## config.mk

```make
export PLATFORM = sky130hd
export DESIGN_NAME = pll_lock_supervisor
export DESIGN_NICKNAME = d
export VERILOG_FILES = /design/src/rtl/pll_lock_supervisor.sv
export SDC_FILE = /design/constraint.sdc
export NUM_CORES = 1
export LEC_CHECK = 0
export CORE_MARGIN = 3
export CORE_UTILIZATION = 59
export CTS_CLUSTER_SIZE = 16
export DETAILED_ROUTE_END_ITERATION = 8
export PLACE_DENSITY = 0.85
export SETUP_SLACK_MARGIN = 0.4
export SLEW_MARGIN = 30
export SYNTH_ARGS = -nofsm -noshare
export SYNTH_HDL_FRONTEND = slang
export SYNTH_SLANG_ARGS = --single-unit
```

## constraint.sdc

```tcl
create_clock -name clk -period 6.21 [get_ports clk]
set_input_delay 1.863 -clock clk [delete_from_list [all_inputs] [get_ports clk]]
set_output_delay 1.863 -clock clk [all_outputs]
set_load 0.005 [all_outputs]
```

## src/rtl/pll_lock_supervisor.sv

```systemverilog
// PLL bring-up and supervision: drives the PLL reset, qualifies LOCK through a
// synchroniser, retries on lock timeout and releases staged downstream resets.
module pll_lock_supervisor #(
    parameter int unsigned N_OUT        = 4,
    parameter int unsigned RST_HOLD     = 16,
    parameter int unsigned LOCK_TIMEOUT = 65536,
    parameter int unsigned LOCK_STABLE  = 1024,
    parameter int unsigned STAGE_GAP    = 16,
    parameter int unsigned SYNC_STAGES  = 2,
    parameter int unsigned CNT_W        = 8
) (
    input  logic             clk,
    input  logic             rst,
    input  logic             pll_locked,
    input  logic             force_reset,
    input  logic             err_clr,
    output logic             pll_rst,
    output logic [N_OUT-1:0] rst_out,
    output logic             ready,
    output logic             timeout_err,
    output logic [CNT_W-1:0] lock_lost_cnt,
    output logic [2:0]       state
);

    typedef enum logic [2:0] {
        S_PRST = 3'd0,
        S_WAIT = 3'd1,
        S_STAB = 3'd2,
        S_REL  = 3'd3,
        S_RUN  = 3'd4
    } state_t;

    // One shared timer; sized so the release sequence end value also fits.
    localparam int unsigned REL_SPAN = N_OUT * STAGE_GAP;
    localparam int unsigned MAX_AB   = (LOCK_TIMEOUT > LOCK_STABLE) ? LOCK_TIMEOUT : LOCK_STABLE;
    localparam int unsigned MAX_ABC  = (MAX_AB > REL_SPAN) ? MAX_AB : REL_SPAN;
    localparam int unsigned MAX_ALL  = (MAX_ABC > RST_HOLD) ? MAX_ABC : RST_HOLD;
    localparam int unsigned TW       = $clog2(MAX_ALL + 1);

    localparam logic [TW-1:0]    HOLD_LAST = TW'(RST_HOLD - 1);
    localparam logic [TW-1:0]    TO_LAST   = TW'(LOCK_TIMEOUT - 1);
    localparam logic [TW-1:0]    STAB_LAST = TW'(LOCK_STABLE - 1);
    localparam logic [TW-1:0]    REL_DONE  = TW'((N_OUT - 1) * STAGE_GAP + 1);
    localparam logic [CNT_W-1:0] CNT_MAX   = {CNT_W{1'b1}};

    state_t                 state_q, state_d;
    logic [TW-1:0]          timer_q, timer_d;
    logic [SYNC_STAGES-1:0] sync_q;
    logic [N_OUT-1:0]       rst_out_d;
    logic [CNT_W-1:0]       cnt_d;
    logic                   err_d;
    logic                   timeout_hit;
    logic                   lk;

    assign lk    = sync_q[SYNC_STAGES-1];
    assign state = state_q;

    // State, timer, synchroniser and registered outputs.
    always_ff @(posedge clk or posedge rst) begin
        if (rst) begin
            state_q       <= S_PRST;
            timer_q       <= '0;
            sync_q        <= '0;
            pll_rst       <= 1'b1;
            rst_out       <= '1;
            ready         <= 1'b0;
            timeout_err   <= 1'b0;
            lock_lost_cnt <= '0;
        end else begin
            state_q       <= state_d;
            timer_q       <= timer_d;
            sync_q        <= {sync_q[SYNC_STAGES-2:0], pll_locked};
            pll_rst       <= (state_d == S_PRST);
            rst_out       <= rst_out_d;
            ready         <= (state_d == S_RUN);
            timeout_err   <= err_d;
            lock_lost_cnt <= cnt_d;
        end
    end

    // Next-state and next-output logic.
    always_comb begin
        state_d     = state_q;
        timer_d     = timer_q;
        rst_out_d   = rst_out;
        cnt_d       = lock_lost_cnt;
        timeout_hit = 1'b0;

        case (state_q)
            S_PRST: begin
                rst_out_d = '1;
                if (timer_q == HOLD_LAST) begin
                    state_d = S_WAIT;
                    timer_d = '0;
                end else begin
                    timer_d = timer_q + TW'(1);
                end
            end
            S_WAIT: begin
                rst_out_d = '1;
                if (lk) begin
                    // The detecting cycle already counts as the first stable one.
                    state_d = S_STAB;
                    timer_d = TW'(1);
                end else if (timer_q == TO_LAST) begin
                    timeout_hit = 1'b1;
                    state_d     = S_PRST;
                    timer_d     = '0;
                end else begin
                    timer_d = timer_q + TW'(1);
                end
            end
            S_STAB: begin
                rst_out_d = '1;
                if (!lk) begin
                    state_d = S_WAIT;
                    timer_d = '0;
                end else if (timer_q == STAB_LAST) begin
                    state_d = S_REL;
                    timer_d = '0;
                end else begin
                    timer_d = timer_q + TW'(1);
                end
            end
            S_REL: begin
                if (!lk) begin
                    state_d   = S_PRST;
                    timer_d   = '0;
                    rst_out_d = '1;
                    cnt_d     = (lock_lost_cnt == CNT_MAX) ? CNT_MAX : lock_lost_cnt + CNT_W'(1);
                end else if (timer_q == REL_DONE) begin
                    state_d = S_RUN;
                    timer_d = '0;
                end else begin
                    for (int i = 0; i < N_OUT; i++) begin
                        if (timer_q == TW'(i * STAGE_GAP)) rst_out_d[i] = 1'b0;
                    end
                    timer_d = timer_q + TW'(1);
                end
            end
            S_RUN: begin
                rst_out_d = '0;
                if (!lk) begin
                    state_d   = S_PRST;
                    timer_d   = '0;
                    rst_out_d = '1;
                    cnt_d     = (lock_lost_cnt == CNT_MAX) ? CNT_MAX : lock_lost_cnt + CNT_W'(1);
                end
            end
            default: begin
                state_d   = S_PRST;
                timer_d   = '0;
                rst_out_d = '1;
            end
        endcase

        // A bring-up request overrides everything else, including a lock loss.
        if (force_reset) begin
            state_d     = S_PRST;
            timer_d     = '0;
            rst_out_d   = '1;
            cnt_d       = lock_lost_cnt;
            timeout_hit = 1'b0;
        end

        err_d = timeout_hit ? 1'b1 : (err_clr ? 1'b0 : timeout_err);
    end

endmodule

```

==> results of run 1 <==
==> worst register-to-register path: stages (launching register included) <==
cell                       delay (ps)
sky130_fd_sc_hd__dfrtp_1          480
sky130_fd_sc_hd__ha_1             260
sky130_fd_sc_hd__nand3_1          270
sky130_fd_sc_hd__or3_1            490
sky130_fd_sc_hd__nor2_1           190
sky130_fd_sc_hd__nand3_1          120
sky130_fd_sc_hd__inv_1             70
sky130_fd_sc_hd__ha_1             190
sky130_fd_sc_hd__inv_1             70
sky130_fd_sc_hd__nand3_1           80
sky130_fd_sc_hd__o211ai_2         280
sky130_fd_sc_hd__nor3_2           720
sky130_fd_sc_hd__o21ai_0          200
==> final cells by class <==
| class | count | area share |
|---|---|---|
| well taps | 46 | 0.0224 |
| flip-flops and latches | 37 | 0.363 |
| inverters | 12 | 0.0176 |
| repair buffers | 24 | 0.0917 |
| clock buffers | 6 | 0.0283 |
| clock inverters | 2 | 0.00390 |
| multi-input cells | 186 | 0.473 |
==> cell usage after synthesis, types with 3 or more instances <==
master	instances
sky130_fd_sc_hd__nor2b_1	3
sky130_fd_sc_hd__and3_1	4
sky130_fd_sc_hd__nand2_1	30
sky130_fd_sc_hd__nor3_1	8
sky130_fd_sc_hd__or3_1	4
sky130_fd_sc_hd__nor2_1	13
sky130_fd_sc_hd__o211ai_1	7
sky130_fd_sc_hd__o21ai_0	11
sky130_fd_sc_hd__a21oi_1	13
sky130_fd_sc_hd__ha_1	6
sky130_fd_sc_hd__or2_2	3
sky130_fd_sc_hd__clkbuf_1	8
sky130_fd_sc_hd__nand3_1	11
sky130_fd_sc_hd__dfstp_2	5
sky130_fd_sc_hd__dfrtp_1	32
sky130_fd_sc_hd__nand4_1	4
sky130_fd_sc_hd__xnor2_1	3
sky130_fd_sc_hd__nand4b_1	3
sky130_fd_sc_hd__xor2_1	4
sky130_fd_sc_hd__nand3b_1	3
sky130_fd_sc_hd__o22ai_1	3
sky130_fd_sc_hd__inv_1	12
sky130_fd_sc_hd__o31ai_1	12
==> final timing paths <==
path,end,slack [ps]
worst max-delay path,timer_q[10],1970
worst min-delay path,sync_q[1],350
worst max register to register,timer_q[12],2620
worst min register to register,sync_q[1],350
max in group asynchronous,pll_rst,3860
min in group asynchronous,lock_lost_cnt[6],1990
==> metal layers <==
layer  track usage  wire (µm)
met4        0.0968         78
met2         0.395       2350
met3        0.0608        338
met1         0.339       2200
met5             0          0
==> kinds of logic after synthesis <==
logic type / after synthesis / synth area share
AO/OA/AOI/OAI: 66 / 0.203
multiplexers: 3 / 0.0144
adder cells (fa/ha/maj): 6 / 0.0333
buffers and inverters: 24 / 0.0488
AND/OR/NAND/NOR: 104 / 0.260
flip-flops: 37 / 0.413
XOR/XNOR: 7 / 0.0272
==> report_power, final <==
group          switching (mW)  total [mW]  internal [mW]
clock                  0.0855       0.163         0.0778
combinational          0.0168      0.0284         0.0116
sequential            0.00550       0.250          0.245
==> state kept, by name (all words and copies together), names as in the netlist <==
register       flops
lock_lost_cnt      8
pll_rst            1
ready              1
rst_out            4
state              3
sync_q             2
timeout_err        1
timer_q           17
==> stage by stage <==
stage                      util  total power, mW  setup slack (ps)
after floorplan               -            0.271              2950
after global placement    0.711            0.282              1830
after detailed placement  0.711            0.283              1710
after CTS                 0.734            0.444              2000
after global routing      0.734            0.460              1770
final                     0.734            0.442              1970
==> run_summary.xml, run 1 <==
<?xml version="1.0" encoding="UTF-8"?>
<metrics>
  <group name="sta">
    <metric name="fin_worst_hold_slack" unit="ps">353</metric>
    <metric name="finalSetupViolations" unit="">0</metric>
    <metric name="fmaxAchievable" unit="MHz">236</metric>
    <metric name="tightestPinTransition" unit="ps">955</metric>
    <metric name="slew_headroom" unit="">0.363</metric>
    <metric name="clock_skew" unit="ps">9.44</metric>
    <metric name="setup_total_negative_slack" unit="ps">0</metric>
    <metric name="finalMaxSlewViolations" unit="">0</metric>
    <metric name="grt_setup_unrepaired" unit="">false</metric>
    <metric name="finalWorstPathRequiredPeriod" unit="ps">4240</metric>
    <metric name="final_hold_viol_count" unit="">0</metric>
    <metric name="final_min_period_over_clock_period" unit="">0.683</metric>
  </group>
  <group name="finish">
    <metric name="multi_input_area" unit="µm²">1210</metric>
    <metric name="synthToLayoutAreaGrowth" unit="%">13.8</metric>
    <metric name="drive_above_1_share" unit="">0.120</metric>
    <metric name="register_area" unit="µm²">932</metric>
    <metric name="design_area" unit="µm²">2570</metric>
    <metric name="most-common-layout-cells" unit="">sky130_fd_sc_hd__dfrtp_1 (32), sky130_fd_sc_hd__nand2_1 (30), sky130_fd_sc_hd__clkdlybuf4s50_1 (22), sky130_fd_sc_hd__a21oi_1 (13), sky130_fd_sc_hd__nor2_1 (13)</metric>
    <metric name="num-fill-cells" unit="">270</metric>
    <metric name="finalNonFillerCells" unit="">313</metric>
    <metric name="final_nets" unit="">277</metric>
    <metric name="commonest_non_fill_non_tap_cell_in_the_layout" unit="">sky130_fd_sc_hd__dfrtp_1</metric>
    <metric name="insertedDiodeCount" unit="">0</metric>
  </group>
  <group name="yosys">
    <metric name="synth.cell_area" unit="µm²">2260</metric>
    <metric name="synth_top_area_cell" unit="">sky130_fd_sc_hd__dfrtp_1</metric>
    <metric name="synthesis.yosys.warnings" unit="">0</metric>
    <metric name="number_of_standard_cells_after_synthesis" unit="">247</metric>
    <metric name="synth_top_flop_cell" unit="">sky130_fd_sc_hd__dfrtp_1</metric>
    <metric name="synth_async_sr_flop_share" unit="">1.00</metric>
    <metric name="postSynthNetCount" unit="">258</metric>
    <metric name="ys_top_cells_by_area" unit="">sky130_fd_sc_hd__dfrtp_1 (35%), sky130_fd_sc_hd__dfstp_2 (5.8%), sky130_fd_sc_hd__nand2_1 (5.0%)</metric>
    <metric name="ys_ff_latch" unit="">37</metric>
    <metric name="yosysSeqAreaShare" unit="">0.413</metric>
    <metric name="yosys_top_cell_area_share" unit="">0.355</metric>
    <metric name="synth.avg_cell_area" unit="µm²">9.13</metric>
    <metric name="number_of_synthesized_flops_with_an_enable_pin" unit="">0</metric>
    <metric name="yosys.cell_types.count" unit="">57</metric>
  </group>
  <group name="drt">
    <metric name="avgViaCountPerCell" unit="">6.44</metric>
    <metric name="via_count" unit="">2015</metric>
    <metric name="route.detailed.drc" unit="">0</metric>
    <metric name="detail_route.iter0.violations" unit="">165</metric>
    <metric name="drt_pass1_iterations" unit="">5</metric>
    <metric name="postRouteWirelength" unit="mm">4.97</metric>
    <metric name="avgRoutedWirePerCell" unit="µm">15.9</metric>
    <metric name="postRouteAntennaNets" unit="">0</metric>
  </group>
  <group name="min_path">
    <metric name="worst_hold_path_stage_count" unit="">0</metric>
    <metric name="hold_path_startpoint" unit="">sync_q[0]</metric>
    <metric name="holdCritPathClass" unit="">reg -&gt; reg</metric>
  </group>
  <group name="cts">
    <metric name="clkLatencyLatePin" unit="ps">290</metric>
    <metric name="numCtsBuffers" unit="">5</metric>
    <metric name="maximum_clock_insertion_buffer_count" unit="">2</metric>
    <metric name="cts.sink_count" unit="">37</metric>
    <metric name="h-tree-depth" unit="">2</metric>
    <metric name="cts_repair_resize_count" unit="">0</metric>
    <metric name="cts-root-buf" unit="">sky130_fd_sc_hd__clkbuf_8</metric>
    <metric name="ctsHoldBuffers" unit="">0</metric>
    <metric name="tritoncts_clock_tree" unit="">built</metric>
    <metric name="clk_transition_reported_paths" unit="ps">70</metric>
    <metric name="cts.repair_timing.setup_buffer_count" unit="">0</metric>
  </group>
  <group name="floorplanning">
    <metric name="total_number_of_placement_rows" unit="">21</metric>
    <metric name="initial_standard_cell_utilization_of_the_core" unit="">0.646</metric>
    <metric name="ioPinCount" unit="">23</metric>
    <metric name="die-area" unit="µm²">4600</metric>
    <metric name="die-width" unit="µm">67.8</metric>
    <metric name="die_h" unit="µm">67.8</metric>
    <metric name="core_area" unit="µm²">3490</metric>
  </group>
  <group name="critical_path">
    <metric name="cp_cell_sequence" unit="">clkdlybuf4s50_1, or2_2, or2_2, a21oi_1, nor3_2, o311ai_0</metric>
    <metric name="r2r-start" unit="">timer_q[0]</metric>
    <metric name="crit_path_end_kind" unit="">flip-flop</metric>
    <metric name="setup.worst_path.start" unit="">force_reset</metric>
    <metric name="timing.critical_path.required" unit="ps">6390</metric>
    <metric name="cp_buf_inv_count" unit="">1</metric>
    <metric name="kind_of_launch_point_of_the_worst_setup_path" unit="">input pin</metric>
    <metric name="critical-path-top-cell-by-count" unit="">sky130_fd_sc_hd__or2_2</metric>
    <metric name="timing.reg2reg.worst_path_depth" unit="">12</metric>
    <metric name="timing_worst_setup_path_type" unit="">in -&gt; reg</metric>
    <metric name="critPathTopFamily" unit="">compound AO/OA/AOI/OAI gates</metric>
    <metric name="arrival_time_of_data_at_the_critical_path_endpoint" unit="ps">4430</metric>
    <metric name="cp_max_fo" unit="">12</metric>
    <metric name="critical_path_depth" unit="">6</metric>
    <metric name="critical_path.max_stage_delay" unit="ps">740</metric>
    <metric name="cpMaxStageDelayCell" unit="">sky130_fd_sc_hd__a21oi_1</metric>
  </group>
  <group name="placement">
    <metric name="dp_hpwl" unit="mm">3.42</metric>
    <metric name="io_buffer_count" unit="">22</metric>
    <metric name="postPlaceCellArea" unit="µm²">2480</metric>
    <metric name="placedCellCount" unit="">305</metric>
    <metric name="place.gp.congestion" unit="">0.892</metric>
  </group>
  <group name="power_and_ir_drop">
    <metric name="p_leak" unit="nW">1.03</metric>
    <metric name="power.ir.vdd_worst" unit="µV">138</metric>
    <metric name="powerDensity" unit="nW/µm²">172</metric>
  </group>
  <group name="run">
    <metric name="max_cap_violations" unit="">0</metric>
  </group>
  <group name="grt">
    <metric name="first_global_vias" unit="">1902</metric>
    <metric name="antenna_found_initial" unit="">0</metric>
    <metric name="global_route.usage.total" unit="">0.252</metric>
    <metric name="pin_count_of_the_biggest_net_entering_global_routing" unit="">38</metric>
    <metric name="grt_remaining_overflow" unit="">0</metric>
    <metric name="wire_length_of_the_first_global_routing_pass" unit="mm">8.80</metric>
  </group>
  <group name="outcome">
    <metric name="status" unit="">finished clean</metric>
  </group>
</metrics>
(Power assumes the default switching activity.)
==> run 2, diff against run 1 <==
Settings changed: CORE_UTILIZATION 59 to 51, PLACE_DENSITY 0.85 to 0.79.
Clock period 6.21 ns to 3.9 ns, I/O delays scaled along.
==> run 2 against run 1 <==
Effect of this change:
- clock power up 110%
- non-clock buffer count up 6
- register-to-register slack worse by 1800 ps
- design area up 3.5%
- core utilization down 9.3 points
- sequential cell count unchanged
- global-route usage down 4.7 points
- routed wire length down 0.54%
- die area up 14%
- cell count up 3.2%
- critical path type unchanged
- highest routed layer unchanged
==> run_summary.xml, run 2 (same netlist as run 1, synthesis figures left out) <==
<?xml version="1.0" encoding="UTF-8"?>
<metrics>
  <group name="finish">
    <metric name="drive_above_1_share" unit="">0.139</metric>
    <metric name="insertedDiodeCount" unit="">0</metric>
    <metric name="commonest_non_fill_non_tap_cell_in_the_layout" unit="">sky130_fd_sc_hd__dfrtp_1</metric>
    <metric name="num-fill-cells" unit="">393</metric>
    <metric name="largest_reg_flops" unit="">17</metric>
    <metric name="design_area" unit="µm²">2660</metric>
    <metric name="synthToLayoutAreaGrowth" unit="%">17.7</metric>
    <metric name="most-common-layout-cells" unit="">sky130_fd_sc_hd__dfrtp_1 (32), sky130_fd_sc_hd__nand2_1 (30), sky130_fd_sc_hd__clkdlybuf4s50_1 (22), sky130_fd_sc_hd__a21oi_1 (13), sky130_fd_sc_hd__nor2_1 (13)</metric>
    <metric name="layout_top_registers" unit="">timer_q (17), lock_lost_cnt (8), rst_out (4)</metric>
    <metric name="regMostFlops" unit="">timer_q</metric>
    <metric name="multi_input_area" unit="µm²">1220</metric>
    <metric name="finalNonFillerCells" unit="">323</metric>
    <metric name="final_nets" unit="">283</metric>
    <metric name="register_area" unit="µm²">932</metric>
    <metric name="layout.core_utilization" unit="">0.641</metric>
  </group>
  <group name="placement">
    <metric name="postPlaceCellArea" unit="µm²">2520</metric>
    <metric name="dp_hpwl" unit="mm">3.51</metric>
    <metric name="place.gp.congestion" unit="">0.887</metric>
    <metric name="io_buffer_count" unit="">22</metric>
    <metric name="placedCellCount" unit="">313</metric>
  </group>
  <group name="cts">
    <metric name="clk_transition_reported_paths" unit="ps">70</metric>
    <metric name="cts-root-buf" unit="">sky130_fd_sc_hd__clkbuf_8</metric>
    <metric name="cts.sink_count" unit="">37</metric>
    <metric name="h-tree-depth" unit="">2</metric>
    <metric name="tritoncts_clock_tree" unit="">built</metric>
    <metric name="clkLatencyLatePin" unit="ps">290</metric>
    <metric name="maximum_clock_insertion_buffer_count" unit="">2</metric>
    <metric name="numCtsBuffers" unit="">5</metric>
  </group>
  <group name="sta">
    <metric name="grt_setup_unrepaired" unit="">false</metric>
    <metric name="final_min_period_over_clock_period" unit="">0.857</metric>
    <metric name="finalMaxSlewViolations" unit="">0</metric>
    <metric name="final_hold_viol_count" unit="">0</metric>
    <metric name="setup_total_negative_slack" unit="ps">0</metric>
    <metric name="slew_headroom" unit="">0.536</metric>
    <metric name="finalWorstPathRequiredPeriod" unit="ps">3340</metric>
    <metric name="fmaxAchievable" unit="MHz">299</metric>
    <metric name="clock_skew" unit="ps">9.47</metric>
    <metric name="finalSetupViolations" unit="">0</metric>
    <metric name="tightestPinTransition" unit="ps">687</metric>
  </group>
  <group name="drt">
    <metric name="detail_route.iter0.violations" unit="">154</metric>
    <metric name="via_count" unit="">1949</metric>
    <metric name="postRouteAntennaNets" unit="">0</metric>
    <metric name="drt_pass1_iterations" unit="">4</metric>
    <metric name="postRouteWirelength" unit="mm">4.94</metric>
    <metric name="avgRoutedWirePerCell" unit="µm">15.3</metric>
    <metric name="route.detailed.drc" unit="">0</metric>
    <metric name="avgViaCountPerCell" unit="">6.03</metric>
  </group>
  <group name="floorplanning">
    <metric name="die-area" unit="µm²">5260</metric>
    <metric name="initial_standard_cell_utilization_of_the_core" unit="">0.544</metric>
    <metric name="die-width" unit="µm">72.5</metric>
    <metric name="core_area" unit="µm²">4140</metric>
    <metric name="die_h" unit="µm">72.5</metric>
    <metric name="total_number_of_placement_rows" unit="">23</metric>
    <metric name="ioPinCount" unit="">23</metric>
  </group>
  <group name="power_and_ir_drop">
    <metric name="swShare" unit="">0.217</metric>
    <metric name="powerDensity" unit="nW/µm²">297</metric>
    <metric name="internal_power" unit="mW">0.619</metric>
    <metric name="share_seq_of_total_power" unit="">0.504</metric>
    <metric name="portion_of_total_power_attributed_to_the_clock_network" unit="">0.436</metric>
    <metric name="combinational_power_share" unit="">0.060</metric>
    <metric name="power.ir.vdd_worst" unit="µV">165</metric>
    <metric name="p_leak" unit="nW">1.07</metric>
    <metric name="total_switching_power" unit="mW">0.171</metric>
  </group>
  <group name="critical_path">
    <metric name="setup.reg_to_reg.worst_slack" unit="ps">820</metric>
    <metric name="timing.reg2reg.worst_path_depth" unit="">12</metric>
    <metric name="r2r-start" unit="">timer_q[4]</metric>
    <metric name="worst_r2r_endpoint" unit="">timer_q[5]</metric>
    <metric name="kind_of_launch_point_of_the_worst_setup_path" unit="">input pin</metric>
    <metric name="cp_max_fo" unit="">12</metric>
    <metric name="crit_path_end_kind" unit="">flip-flop</metric>
    <metric name="timing.critical_path.required" unit="ps">4070</metric>
    <metric name="timing_worst_setup_path_type" unit="">in -&gt; reg</metric>
    <metric name="arrival_time_of_data_at_the_critical_path_endpoint" unit="ps">3510</metric>
  </group>
  <group name="grt">
    <metric name="pin_count_of_the_biggest_net_entering_global_routing" unit="">22</metric>
    <metric name="wire_length_of_the_first_global_routing_pass" unit="mm">8.39</metric>
    <metric name="first_global_vias" unit="">1806</metric>
    <metric name="grt_remaining_overflow" unit="">0</metric>
    <metric name="global_route.usage.total" unit="">0.206</metric>
    <metric name="antenna_found_initial" unit="">0</metric>
  </group>
  <group name="min_path">
    <metric name="worst_hold_path_stage_count" unit="">0</metric>
    <metric name="hold_path_startpoint" unit="">sync_q[0]</metric>
    <metric name="hold_path_end" unit="">sync_q[1]</metric>
    <metric name="holdCritPathClass" unit="">reg -&gt; reg</metric>
  </group>
  <group name="run">
    <metric name="max_cap_violations" unit="">0</metric>
  </group>
  <group name="outcome">
    <metric name="status" unit="">finished clean</metric>
  </group>
</metrics>
-- run 2: stage by stage --
step                power [mW]  hold WS [ps]  worst slack [ps]
global placement         0.450           334               358
global route             0.825           371               508
finish                   0.790           353               559
detailed placement       0.451           340               303
CTS                      0.798           357               475
floorplan                0.432           331              1280
-- run 2: worst max path at each step --
stage	startpoint	endpoint	slack, ps	depth (start not counted)
floorplan	timer_q[0]	timer_q[2]	1280	13
global placement	force_reset	timer_q[10]	360	6
detailed placement	force_reset	timer_q[10]	300	6
CTS	timer_q[4]	timer_q[11]	480	11
global route	force_reset	timer_q[10]	510	7
finish	force_reset	timer_q[10]	560	7
-- run 2: critical path, stage by stage --
cell and delay, ps:
sky130_fd_sc_hd__clkdlybuf4s50_1 500, sky130_fd_sc_hd__or2_2 390, sky130_fd_sc_hd__or3_1 340, sky130_fd_sc_hd__o211ai_2 570, sky130_fd_sc_hd__nor3_4 100, sky130_fd_sc_hd__buf_4 180, sky130_fd_sc_hd__o311ai_0 260
-- run 2: metal layers --
| metal | vias to the layer above | part of all wire | track usage |
|---|---|---|---|
| met5 | - | 0 | 0 |
| met4 | 0 | 0.022 | 0.0963 |
| met3 | 11 | 0.044 | 0.0457 |
| met2 | 46 | 0.48 | 0.313 |
| met1 | 920 | 0.46 | 0.279 |
| li1 | 972 | - | - |
-- run 2: what timing repair did --
| action | in CTS | in global routing |
|---|---|---|
| hold buffers | 0 | 0 |
| setup buffers | 0 | 2 |
| gates resized for setup | 0 | 1 |
| setup endpoints to repair | 0 | 12 |
-- run 2: power groups by stage --
stage          Clock (mW)  Sequential, mW  Combinational (mW)
6_report            0.344           0.398              0.0476
3_3_place_gp            0           0.405              0.0451
2_1_floorplan           0           0.403              0.0287
5_1_grt             0.373           0.399              0.0531
3_5_place_dp            0           0.405              0.0463
4_1_cts             0.354           0.398              0.0465
-- run 2: layout make-up --
cell class / count / share of cell area
clock inverters: 1 / 0.0113
multi-input cells: 186 / 0.459
clock buffers: 7 / 0.0325
well taps: 50 / 0.0236
inverters: 12 / 0.0170
flip-flops and latches: 37 / 0.351
repair buffers: 30 / 0.106
==> run 3, diff against run 2 <==
Settings changed: ABC_CLOCK_PERIOD_IN_PS set to 3900.
==> results of run 3 <==
The final DEF is identical to that of run 2; final timing and power are the same.
